[config.mk]
export PLATFORM = sky130hd
export DESIGN_NAME = out_ser_cell
export DESIGN_NICKNAME = d
export VERILOG_FILES = /design/src/rtl/out_ser_cell.sv
export SDC_FILE = /design/constraint.sdc
export NUM_CORES = 1
export LEC_CHECK = 0
export BUFFER_PORTS_ARGS = -buffer_cell sky130_fd_sc_hd__buf_2
export CORE_AREA = 10 10 47 49
export CTS_CLUSTER_DIAMETER = 50
export DETAILED_ROUTE_END_ITERATION = 16
export DIE_AREA = 0 0 57 59
export PLACE_DENSITY = 0.64
export RECOVER_POWER = 50
export REMOVE_ABC_BUFFERS = 1
export SYNTH_ARGS = -nofsm -noshare
export SYNTH_HDL_FRONTEND = slang
export SYNTH_SLANG_ARGS = --single-unit
[constraint.sdc]
create_clock -name IQC -period 2.4 [get_ports IQC]
set_clock_uncertainty 0.05 [all_clocks]
set_input_delay 0.36 -clock IQC [delete_from_list [all_inputs] [get_ports IQC]]
set_output_delay 0.36 -clock IQC [all_outputs]
set_load 0.005 [all_outputs]
[src/rtl/out_ser_cell.sv]
// Output serialiser cell: shifts a SER_WIDTH-bit fabric word out to a pad, LSB first,
// with a registered output enable and a combinational bypass path selected by OSEL.
module out_ser_cell #(
  parameter int   SER_WIDTH = 4,
  parameter logic IDLE_VAL  = 1'b0
) (
  input  logic                 IQC,
  input  logic                 QRT,
  input  logic [SER_WIDTH-1:0] F2A_DATA,
  input  logic                 F2A_VALID,
  input  logic                 OE_REQ,
  input  logic                 OSEL,
  output logic                 F2A_READY,
  output logic                 BUSY,
  (* iopad_external_pin *) output logic OQI_out,
  (* iopad_external_pin *) output logic OE_out
);

  localparam int CW = (SER_WIDTH > 1) ? $clog2(SER_WIDTH) : 1;
  localparam logic [CW-1:0] LAST_CNT = CW'(SER_WIDTH - 1);

  typedef enum logic {IDLE, SHIFT} state_t;

  state_t               r_state;
  logic [CW-1:0]        r_cnt;
  logic [SER_WIDTH-1:0] r_shift;
  logic                 r_pad;
  logic                 r_oe;

  logic                 w_last;
  logic                 w_ready;
  logic                 w_accept;
  logic [CW-1:0]        w_cntNext;

  assign w_last    = (r_cnt == LAST_CNT);
  assign w_ready   = !QRT && ((r_state == IDLE) || w_last);
  assign w_accept  = F2A_VALID && w_ready;
  assign w_cntNext = r_cnt + CW'(1);

  // The word stays in r_shift and the counter selects the next bit, so the
  // pad register always shows bit k while the counter reads k.
  always_ff @(posedge IQC or posedge QRT) begin
    if (QRT) begin
      r_state <= IDLE;
      r_cnt   <= '0;
      r_shift <= '0;
      r_pad   <= IDLE_VAL;
      r_oe    <= 1'b0;
    end else if (w_accept) begin
      r_state <= SHIFT;
      r_cnt   <= '0;
      r_shift <= F2A_DATA;
      r_pad   <= F2A_DATA[0];
      r_oe    <= OE_REQ;
    end else if (r_state == SHIFT) begin
      if (w_last) begin
        r_state <= IDLE;
        r_cnt   <= '0;
        r_shift <= '0;
        r_pad   <= IDLE_VAL;
        r_oe    <= 1'b0;
      end else begin
        r_cnt <= w_cntNext;
        r_pad <= r_shift[w_cntNext];
      end
    end
  end

  assign F2A_READY = w_ready;
  assign BUSY      = (r_state == SHIFT);
  assign OQI_out   = OSEL ? F2A_DATA[0] : r_pad;
  assign OE_out    = OSEL ? OE_REQ      : r_oe;

endmodule

==> results.cfg <==
[die]
dieArea_sq_um = 3363
ios = 13
rows = 14
die_x_um = 57
die_h_um = 59
core-area_sq_um = 1401
initial_core_util = 0.3509

[critical_path]
critPathSlowestCell = dfrtp_1
worstReg2RegStart = r_cnt[0]
cp.required_ns = 1.99
rr_worst_depth = 4
endpoint_kind = output port
start_kind = flop
path_class = flop to output port
path_max_fanout = 7
reg2reg_slack_ns = 0.85
arrival_ns = 1.45
max_stage_delay_ns = 0.40
r2r-end = r_pad
path_cells = ha_1, and2b_4, nor2_1, buf_2

[logic_synthesis]
yosysMostFrequentCell = dfrtp_1
synthTopCellsByCount = dfrtp_1 (9), mux2i_1 (4), o21ai_0 (4)
synth_compound_area_frac = 0.1654
synthFlopType = dfrtp_1
syn_area_sq_um = 491.7
ys_async_sr_fraction = 1.000
synthCells = 42
synth_edf_count = 0
ys_ff_latch = 9
synthSimpleGateAreaFrac = 0.1247
yosysSeqAreaShare = 0.4580
yosysTopAreaCellShare = 0.4580
synth-adder-area-share = 0.02545
synthDistinctLibCells = 19
yosys-top-cells-area = dfrtp_1 (46%), mux2i_1 (8.1%), mux2_2 (6.9%)
post_synth.cell_area_avg_sq_um = 11.71
synth_xor_area_frac = 0
yosys_warnings = 0
synthMuxAreaShare = 0.1959
yosysTopAreaCell = dfrtp_1
synth_top_family_by_area = multiplexers

[global_routing]
grt_max_degree = 11
grt_pass1_wl_um = 1752
grt_usage = 0.06664
antenna_found_initial = 0
grt_use_met2 = 0.1054
grt_use_met1 = 0.07160
grt_pass1_vias = 394
grt_overflow = 0
grt_use_met3 = 0.04292
busiest_layer = met2

[drt]
vias = 386
drtIter0Drc = 9
drt-total-wl_um = 1065
wl_per_cell_um = 14.59
postRouteAntennaNets = 0
dr.pass1.iters = 4
vias_per_cell = 5.288
drc = 0

[min_path]
hp-class = primary input to async pin

[place]
dp_slack_ns = 0.8180
port_buffers = 12
dpl.hpwl_um = 836.5
place.gp.congestion = 0.7378

[power_and_ir_drop]
irDropWorstVdd_uv = 607.1
powerDensity_nw_per_um2 = 1157
p_leak_nw = 0.2736

[flow_run]
max_cap_viol_count = 0

[sta]
finalSetupViolCount = 0
period_share = 0.7736
tightest_slew_ns = 0.4035
hold_viol_final = 0
slew_headroom = 0.7298
rsz0062_at_grt = false
postLayoutSetupSlackWorst_ns = 0.5432
min_period_ns = 1.857
setup-tns-final_ns = 0
fmax_mhz = 538.6
report.final.slew_viol_count = 0

[cts]
htree_levels = 1
postCtsHoldBufs = 0
cts_resized = 0
cts-root-buf = clkbuf_4
numCtsBuffers = 3
cts_setup_buffers = 0
clock_latency_ns = 0.25
cts_sinks = 9
cts_tree = yes
clockBufferDepth = 2
clk_pin_slew_worst_paths_ns = 0.06

[layout]
drive_gt1_frac = 0.3684
antennaDiodeCount = 0
synthToLayoutAreaGrowth_pct = 19.08
nets = 68

[status]
status = complete, no violations
==> per-layer routing <==
metal	wire, um	part of all wire	vias to the layer above
li1	-	-	190
met1	480	0.45	186
met2	518	0.49	8
met3	56	0.053	2
met4	10	0.0094	0
met5	0	0	-
==> cells by family (layout without fill, tap and decap cells) <==
logic type | Yosys count | after routing
simple gates | 11 | 11
mux | 8 | 8
buf+inv | 2 | 17
fa+ha+maj | 1 | 1
compound gates | 11 | 11
flops | 9 | 9
==> final cells by class <==
class,instances,area [sq um]
Timing Repair Buffer,12,58.81
Tap cell,16,20.02
Inverter,1,3.754
Multi-Input combinational cell,31,251.5
Sequential cell,9,225.2
Clock buffer,4,26.28
Fill cell,146,815.8
==> per-stage QoR <==
stage	instance area (sq um)	utilization	total power [mW]	hold slack, ns	instances
floorplan	480.5	-	0.4886	0.1379	41
global placement	560.5	0.4000	0.5672	0.3236	69
detailed placement	560.5	0.4000	0.5705	0.3240	69
CTS	586.8	0.4188	0.6859	0.04743	73
global route	585.6	0.4179	0.7388	0.06607	73
finish	585.6	0.4179	0.6776	0.04789	73
==> sequential cells by signal (all words and copies together) (netlist names) <==
register,flops
r_oe,1
r_pad,1
r_shift,4
BUSY,1
r_cnt,2
==> critical path: cells and delay by family, from the launching register on <==
kind / cells / cell delay, ns
adders and majority gates: 1 / 0.29
buffers and inverters: 1 / 0.12
DFF: 1 / 0.40
and+or+nand+nor: 2 / 0.38
==> how the worst max path moves through the flow <==
stage	from	to	slack, ns	cells after the start
finish	r_cnt[0]	F2A_READY	0.54	4
global route	r_cnt[0]	F2A_READY	0.47	4
CTS	r_cnt[0]	F2A_READY	0.53	4
detailed placement	r_cnt[0]	F2A_READY	0.82	4
global placement	r_cnt[0]	F2A_READY	0.82	4
floorplan	r_cnt[0]	r_pad	0.90	4
==> layout by cell type (no fill, tap or decap), types with 2 or more instances in the layout <==
cell type and count:
a22o_1 2, a32oi_1 3, buf_2 11, clkbuf_1 2, clkbuf_4 3, dfrtp_1 9, mux2_2 3, mux2i_1 4
nand2_1 3, nand2b_1 2, nor2_1 2, o21ai_0 4
==> power by group <==
group          total [mW]  switching (mW)  internal (mW)  leakage, nW
Sequential          0.280          0.0594          0.221        0.114
Combinational       0.286           0.125          0.161        0.145
Clock               0.111          0.0476         0.0637       0.0150
(Power assumes the default switching activity.)
